$ cat config.mk
export PLATFORM = sky130hd
export DESIGN_NAME = imem_loader
export DESIGN_NICKNAME = d
export VERILOG_FILES = /design/src/rtl/imem_loader.sv
export SDC_FILE = /design/constraint.sdc
export NUM_CORES = 1
export LEC_CHECK = 0
export ABC_AREA = 1
export BUFFER_PORTS_ARGS = -buffer_cell sky130_fd_sc_hd__buf_2
export CELL_PAD_IN_SITES_DETAIL_PLACEMENT = 1
export CELL_PAD_IN_SITES_GLOBAL_PLACEMENT = 1
export CORE_UTILIZATION = 40
export CTS_CLUSTER_DIAMETER = 40
export DETAILED_ROUTE_END_ITERATION = 12
export PLACE_DENSITY_LB_ADDON = 0.1
export SYNTH_ARGS = -nofsm -noshare
export SYNTH_HDL_FRONTEND = slang
export SYNTH_SLANG_ARGS = --single-unit
$ cat constraint.sdc
create_clock -name clk -period 1.8 [get_ports clk]
set_clock_uncertainty 0.1 [all_clocks]
set_input_delay 0.36 -clock clk [delete_from_list [all_inputs] [get_ports clk]]
set_output_delay 0.36 -clock clk [all_outputs]
set_load 0.01 [all_outputs]
$ cat src/rtl/imem_loader.sv
// imem_loader: byte-stream program loader for the instruction memory.
// Packs incoming bytes big-endian into 32-bit words, writes them to
// consecutive word addresses from 0, then checks a trailing XOR checksum.
// The processor is held in reset (cpu_hold) until a load verifies.
module imem_loader #(
    parameter int ADDR_WIDTH = 8,
    parameter int DATA_WIDTH = 32
) (
    input  logic                  clk,
    input  logic                  rst_n,
    input  logic                  load_start,
    input  logic [ADDR_WIDTH:0]   num_words,
    input  logic [7:0]            byte_in,
    input  logic                  byte_valid,
    output logic                  byte_ready,
    output logic                  wr_en,
    output logic [ADDR_WIDTH-1:0] wr_addr,
    output logic [DATA_WIDTH-1:0] wr_data,
    output logic                  busy,
    output logic                  done,
    output logic                  error,
    output logic                  cpu_hold
);

    // Word counter is one bit wider than the address so a full-capacity
    // load can count to 2^ADDR_WIDTH without wrapping back to zero.
    localparam int CW = ADDR_WIDTH + 1;
    localparam logic [CW-1:0] MAX_WORDS = CW'(2 ** ADDR_WIDTH);

    typedef enum logic [2:0] {
        S_IDLE,
        S_RECV,
        S_WRITE,
        S_CHECK,
        S_DONE,
        S_ERROR
    } state_t;

    state_t state, state_next;

    logic [CW-1:0]         word_cnt;
    logic [CW-1:0]         word_cnt_inc;
    logic [CW-1:0]         num_q;
    logic [1:0]            byte_cnt;
    logic [DATA_WIDTH-1:0] shift_q;
    logic [DATA_WIDTH-1:0] acc;
    logic [DATA_WIDTH-1:0] word_full;
    logic                  accept;
    logic                  last_byte;
    logic                  idle_like;
    logic                  count_ok;

    // The word as it stands once the byte on the bus is shifted in.
    assign word_full    = {shift_q[DATA_WIDTH-9:0], byte_in};
    assign word_cnt_inc = word_cnt + CW'(1);
    assign accept       = byte_valid && byte_ready;
    assign last_byte    = accept && (byte_cnt == 2'd3);
    assign idle_like    = (state == S_IDLE) || (state == S_DONE) || (state == S_ERROR);
    assign count_ok     = (num_words != '0) && (num_words <= MAX_WORDS);

    // State register.
    always_ff @(posedge clk or negedge rst_n) begin
        // NOTE: sequential state uses non-blocking (<=) so every register
        // samples pre-edge values regardless of block evaluation order.
        if (!rst_n) state <= S_IDLE;
        else        state <= state_next;
    end

    // Next-state decode plus the handshake/status outputs that follow state.
    always_comb begin
        // NOTE: defaults first, so no path through the case leaves a
        // variable unassigned and a latch cannot be inferred.
        state_next = state;
        byte_ready = 1'b0;
        busy       = 1'b0;
        unique case (state)
            S_IDLE, S_DONE, S_ERROR: begin
                if (load_start) state_next = count_ok ? S_RECV : S_ERROR;
            end
            S_RECV: begin
                byte_ready = 1'b1;
                busy       = 1'b1;
                if (last_byte) state_next = S_WRITE;
            end
            S_WRITE: begin
                busy       = 1'b1;
                state_next = (word_cnt_inc == num_q) ? S_CHECK : S_RECV;
            end
            S_CHECK: begin
                byte_ready = 1'b1;
                busy       = 1'b1;
                if (last_byte) state_next = (word_full == acc) ? S_DONE : S_ERROR;
            end
            default: state_next = S_IDLE;
        endcase
    end

    // Datapath: byte packing, write strobe, checksum and status flags.
    always_ff @(posedge clk or negedge rst_n) begin
        if (!rst_n) begin
            word_cnt <= '0;
            num_q    <= '0;
            byte_cnt <= '0;
            shift_q  <= '0;
            acc      <= '0;
            wr_en    <= 1'b0;
            wr_addr  <= '0;
            wr_data  <= '0;
            done     <= 1'b0;
            error    <= 1'b0;
            cpu_hold <= 1'b1;
        end else begin
            wr_en <= 1'b0;
            done  <= 1'b0;

            if (idle_like && load_start) begin
                cpu_hold <= 1'b1;
                if (count_ok) begin
                    error    <= 1'b0;
                    acc      <= '0;
                    word_cnt <= '0;
                    byte_cnt <= '0;
                    num_q    <= num_words;
                end else begin
                    error <= 1'b1;
                end
            end

            if (accept) begin
                shift_q  <= word_full;
                byte_cnt <= byte_cnt + 2'd1;
            end

            // Write is registered so it lands in the cycle after the 4th byte
            // and address/data hold their values between strobes.
            if ((state == S_RECV) && last_byte) begin
                wr_en   <= 1'b1;
                wr_addr <= word_cnt[ADDR_WIDTH-1:0];
                wr_data <= word_full;
            end

            if (state == S_WRITE) begin
                acc      <= acc ^ wr_data;
                word_cnt <= word_cnt_inc;
            end

            if ((state == S_CHECK) && last_byte) begin
                if (word_full == acc) begin
                    done     <= 1'b1;
                    cpu_hold <= 1'b0;
                end else begin
                    error <= 1'b1;
                end
            end
        end
    end

endmodule

Word-level counts from Yosys, hierarchy flattened

Cells that the tools add are included.

Register bits after elaboration: 123
Bits of input ports: 21
Output and inout port bits: 46
Logic and storage cells: 76

Add/subtract/negate cells: 2
$lt $le $gt $ge: 1
Equal/unequal tests: 11
Mux-type cells: 28
Bitwise gates (word level): 1
Reductions and logical operators: 21

Operator list:

| operator                                      | number |
|---|---|
| two-way mux 32 bit                            | 3 |
| == test 32 bit                                | 1 |
| bitwise XOR 32 bit                            | 1 |
| two-way mux 9 bit                             | 3 |
| two-way mux 1 bit                             | 13 |
| two-way mux 3 bit                             | 4 |
| one-hot mux 3 bit (4 select lines)            | 1 |
| adder 9 x 1 -> 9 bit, second input constant   | 1 |
| == test 9 bit                                 | 1 |
| <= comparator 9 bit, second input constant    | 1 |
| nonzero test 9 bit                            | 1 |
| two-way mux 2 bit                             | 4 |
| nonzero test 2 bit                            | 4 |
| == test 3 x 2 -> 1 bit, second input constant | 2 |
| == test 3 bit, second input constant          | 2 |
| logical AND 1 bit                             | 6 |
| != test 2 bit, second input constant          | 3 |
| AND reduction 2 bit                           | 3 |
| OR reduction 3 bit                            | 2 |
| == test 3 x 1 -> 1 bit, second input constant | 1 |
| logical NOT 3 bit                             | 1 |
| AND reduction 3 bit                           | 1 |
| adder 2 x 1 -> 2 bit, second input constant   | 1 |
| == test 2 bit, second input constant          | 1 |
| other kinds (2)                               | 3 |

Logic depth before layout (Yosys ltp)

Depth after elaboration: 7
Depth in mapped cells: 14
Gate-level depth less buffers: 14

Worst setup path after synthesis

OpenSTA, ideal clock, no wires.

Path kind: reg-to-reg
From: register state[2]
To: register wr_data[10]
Library setup time: 118 ps
Arrival: 1461 ps
Required time: 1582 ps
Path slack: 121 ps
Cell stages (with the launch flop): 12
Buffers on the path: 3
Period minus slack after synthesis: 1679 ps
Cells stage by stage: dfrtp_1 -> buf_2 -> nor2_8 -> nand2_4 -> nor2_2 -> inv_2 -> nor2_8 -> inv_2 -> buf_6 -> buf_6 -> nand2_1 -> o21ai_2

Longest elaborated chain between the ends: 6
Elaborated cells between the ends (all ways): 7
Classes of those cells: eq/ne (2); mux (1); reduce/logical (4)

RTL lines:

| what                                                             | line | source |
|---|---|---|
| start, declared                                                  | 39   | `state_t state, state_next;` |
| start signal, assigned                                           | 66   | `else state <= state_next;` |
| == test 3 x 1 -> 1 bit or == test 3 x 2 -> 1 bit (tied branches) | 76   | `unique case (state)` |
| OR reduction 2 bit (no line) *                                   | -    |  |
| two-way mux 1 bit *                                              | 76   |  |
| net byte_ready                                                   | 15   | `output logic byte_ready,` |
| logical AND 1 bit *                                              | 56   | `assign accept = byte_valid && byte_ready;` |
| logical AND 1 bit *                                              | 57   | `assign last_byte = accept && (byte_cnt == 2'd3);` |
| logical AND 1 bit *                                              | 136  | `if ((state == S_RECV) && last_byte) begin` |
| end signal, assigned                                             | 139  | `wr_data <= word_full;` |
| end, declared                                                    | 18   | `output logic [DATA_WIDTH-1:0] wr_data,` |

Mark *: on every way through the listed nets, which the timed path passes. The rest lies on a longest branch.
A chain may end at the register's enable or synchronous reset.

Worst setup path after layout

From: register word_cnt[0]
To: register state[1]

Longest elaborated chain between the ends: 4

RTL lines:

| what                               | line | source |
|---|---|---|
| start, declared                    | 41   | `logic [CW-1:0] word_cnt;` |
| start signal, assigned             | 144  | `word_cnt <= word_cnt_inc;` |
| adder 9 x 1 -> 9 bit               | 55   | `assign word_cnt_inc = word_cnt + CW'(1);` |
| == test 9 bit                      | 87   | `state_next = (word_cnt_inc == num_q) ? S_CHECK : S_RECV;` |
| two-way mux 2 bit                  | 87   |  |
| one-hot mux 3 bit (4 select lines) | 76   |  |

No other way between the ends.

==> out/results.tsv <==
stage	metric	value	unit
outcome	result of the run	finished clean	
global_route	final global-route overflow total	0	
timing	smallest setup slack after layout	0.00482	ns
floorplan	die boundary height	124	microns
yosys	Seq/Total Area, Yosys	0.516	
floorplan	effective utilization at floorplan	0.410	
critical_path	Top cell by count, worst path	sky130_fd_sc_hd__nand2_1	
floorplan	Core Footprint	14500	sq um
clock_tree	H-Tree Level Count	4	
global_route	vias in the first global route	5047	
detailed_routing	drt total wl	15.5	mm
cells_and_area	number of antenna diodes	0	
clock_tree	Max Root-Sink Buffers	2	
global_route	first-pass GRT wire length	24.9	mm
cells_and_area	Layout Utilization	0.506	
timing	Setup violations, final	0	
critical_path	list of cells traversed by the critical path	ha_4 > nand2_2 > inv_2 > nand2_1 > nand2_1 > nand2_1 > nand2_1 > nor2_1 > nand2_1 > nor2_1 > nand2_1 > nand2_1 > nand2_1 > nand2_1	
yosys	syn avg cell area	8.62	sq um
yosys	top-area cell type share of the netlist area	0.512	
power_and_ir_drop	post-route total power	12.3	mW
global_route	largest net degree at the start of global routing	86	
detailed_routing	number of DRC markers in iteration 0	212	
yosys	Ys Warns	0	
yosys	post-synth net total	715	
detailed_routing	average vias per placed instance	5.02	
clock_tree	worst skew pair latency	0.42	ns
cells_and_area	net count of the finished layout	803	
detailed_routing	Vias	4909	
power_and_ir_drop	Leakage Power	3.76	nW
yosys	gate count after technology mapping	692	
timing	time the final worst path needs with I/O delays and setup	1.80	ns
timing	worst slew margin relative to its limit	0.682	
place	count of buffers from port buffering	66	
power_and_ir_drop	maximum resistive drop on vdd	0.905	mV
place	worst slack, placed	0.0161	ns
critical_path	critical path class	register to register	
yosys	post-synthesis cell type with the largest combined area	sky130_fd_sc_hd__dfrtp_1	
critical_path	slowest cell on the critical path	sky130_fd_sc_hd__dfrtp_1	
place	HPWL after detailed placement	10.7	mm
floorplan	Ports	67	
min_path	worst min-delay path class	input port to register	
clock_tree	CTS clock-pin slew for the worst setup and hold paths	0.05	ns
critical_path	largest stage delay on the critical path	0.42	ns
power_and_ir_drop	power density normalized to cell area	1680	nW/um^2
yosys	area of the mapped netlist	5960	sq um
detailed_routing	average wire length per cell after detail routing	15.9	microns
floorplan	die outline area	15400	sq um
critical_path	required time at the worst-slack endpoint	2.06	ns
clock_tree	total CTS buffers	17	
yosys	count of unique library cells instantiated by Yosys	28	
cells_and_area	most common cell after layout, fill and taps aside	sky130_fd_sc_hd__nand2_1	
clock_tree	CTS tree	built	
timing	unrepaired setup endpoints after global routing	true	
flow_run	count of max-cap constraint violations	0	
cells_and_area	top library cells by usage in the layout, fill and taps aside	sky130_fd_sc_hd__nand2_1, sky130_fd_sc_hd__dfrtp_1, sky130_fd_sc_hd__inv_1	
critical_path	biggest fanout along the worst timing path	6	
yosys	number of synthesized register bits	123	
yosys	Synth area leaders	sky130_fd_sc_hd__dfrtp_1, sky130_fd_sc_hd__nand2_1, sky130_fd_sc_hd__inv_1	
detailed_routing	detailed-route DRC error count	0	
critical_path	Worst Setup Start Kind	register	
global_route	global-route usage over all layers	0.215	
clock_tree	CTS Root Cell	sky130_fd_sc_hd__clkbuf_16	
timing	number of hold-slack violations in the final timing report	0	
timing	number of pins exceeding their max-slew limit in the final report	0	
timing	crit share post-route	0.997	
cells_and_area	proportion of layout cells with a drive suffix above 1	0.232	
detailed_routing	number of optimization iterations in the first detailed-route pass	4	
place	Final Wtd Congestion	0.804	
timing	FMAX	0.557	GHz
detailed_routing	antenna-violating nets left	0	
timing	Worst Max-Slew Pin Slew	0.477	ns
critical_path	type of destination of the critical path	register	
clock_tree	number of sinks driven by the clock tree	123	
cells_and_area	relative area change from synthesis to final layout	23.3	%
global_route	number of antenna violations at the first check in global routing	0	
floorplan	width of the die	124	microns
critical_path	Crit path arrival time	2.06	ns
floorplan	total number of placement rows	44	
==> layout make-up <==
type / instances / area, sq um
fill: 1710 / 7180
sequential: 123 / 3080
multi-input combinational: 446 / 2390
timing repair buffer: 95 / 648
clock buffer: 21 / 470
inverter: 97 / 364
tap: 184 / 230
clock inverter: 11 / 166
==> metal layers <==
layer  global-route usage  wire, microns  part of all wire
met3               0.0545            518             0.033
met5                    0              0                 0
met2                0.349           7630              0.49
met4               0.0714            181             0.012
met1                0.278           7160              0.46
==> where the power goes <==
part	total [mW]	internal, mW	switching [mW]
logic	3.99	1.70	2.28
registers	4.69	3.74	0.946
clock network	3.67	2.42	1.25
total	12.3	7.86	4.48
==> synth_stat cells, drive strengths merged <==
| master | instances |
|---|---|
| clkbuf | 8 |
| inv | 97 |
| nor2 | 26 |
| nor3 | 3 |
| ha | 2 |
| nand2 | 159 |
| o21ai | 78 |
| or2 | 12 |
| xnor2 | 20 |
| buf | 18 |
| a211oi | 1 |
| a21oi | 32 |
| nand4 | 7 |
| xor2 | 2 |
| dfstp | 1 |
| o22ai | 5 |
| dfrtp | 122 |
| nand3 | 66 |
| nand3b | 33 |
==> worst max-delay path, delay by kind of cell, from the launching register on <==
kind,cells,cell delay (ns)
AND/OR/NAND/NOR,12,0.97
buffers and inverters,1,0.07
adder cells (fa/ha/maj),1,0.18
flip-flops,1,0.42
==> registers in the layout, summed over array words and instances (netlist names), 2 cells and up <==
signal and flops:
byte_cnt 2, state 3, word_cnt 9, wr_addr 8, num_q 9, wr_data 32
acc 32, shift_q 24
==> kinds of logic (layout without fill, tap and decap cells) <==
logic type	count (synthesis)	in the layout	share of synthesized area
xor+xnor	22	22	0.0323
fa+ha+maj	2	2	0.00420
flops	123	123	0.516
compound gates	116	116	0.113
buf+inv	123	224	0.0890
simple gates	306	306	0.245
==> path summary, 6_finish.rpt <==
| path | end | depth (start not counted) | slack, ns | start |
|---|---|---|---|---|
| setup / recovery | state[1] | 14 | 0.005 | word_cnt[0] |
| hold / removal | num_q[3] | 3 | 0.11 | num_words[3] |
| setup reg to reg | state[1] | 14 | 0.005 | word_cnt[0] |
| hold reg to reg | wr_addr[1] | 2 | 0.38 | wr_addr[1] |
| max in group asynchronous | state[2] | 3 | 0.77 | rst_n |
| min in group asynchronous | shift_q[21] | 3 | 0.36 | rst_n |
==> through the flow <==
step	hold WS (ns)	cells	TNS (ns)	area (sq um)
floorplan	-0.0356	692	0	5960
global placement	0.262	941	0	6610
detailed placement	0.259	941	0	6610
CTS	0.107	975	0	7270
global route	0.124	977	-0.160	7350
finish	0.114	977	0	7350
==> timing repair <==
action / 4_1_cts / 5_1_grt
endpoints found under the setup margin: 2 / 59
pin swaps: 1 / 11
buffers inserted: 1 / 1
hold buffers: 1 / 0
resized for setup: 5 / 18
hold endpoints to repair: 122 / 0
cloned: 0 / 1
Power figures use the tool's default switching activity.
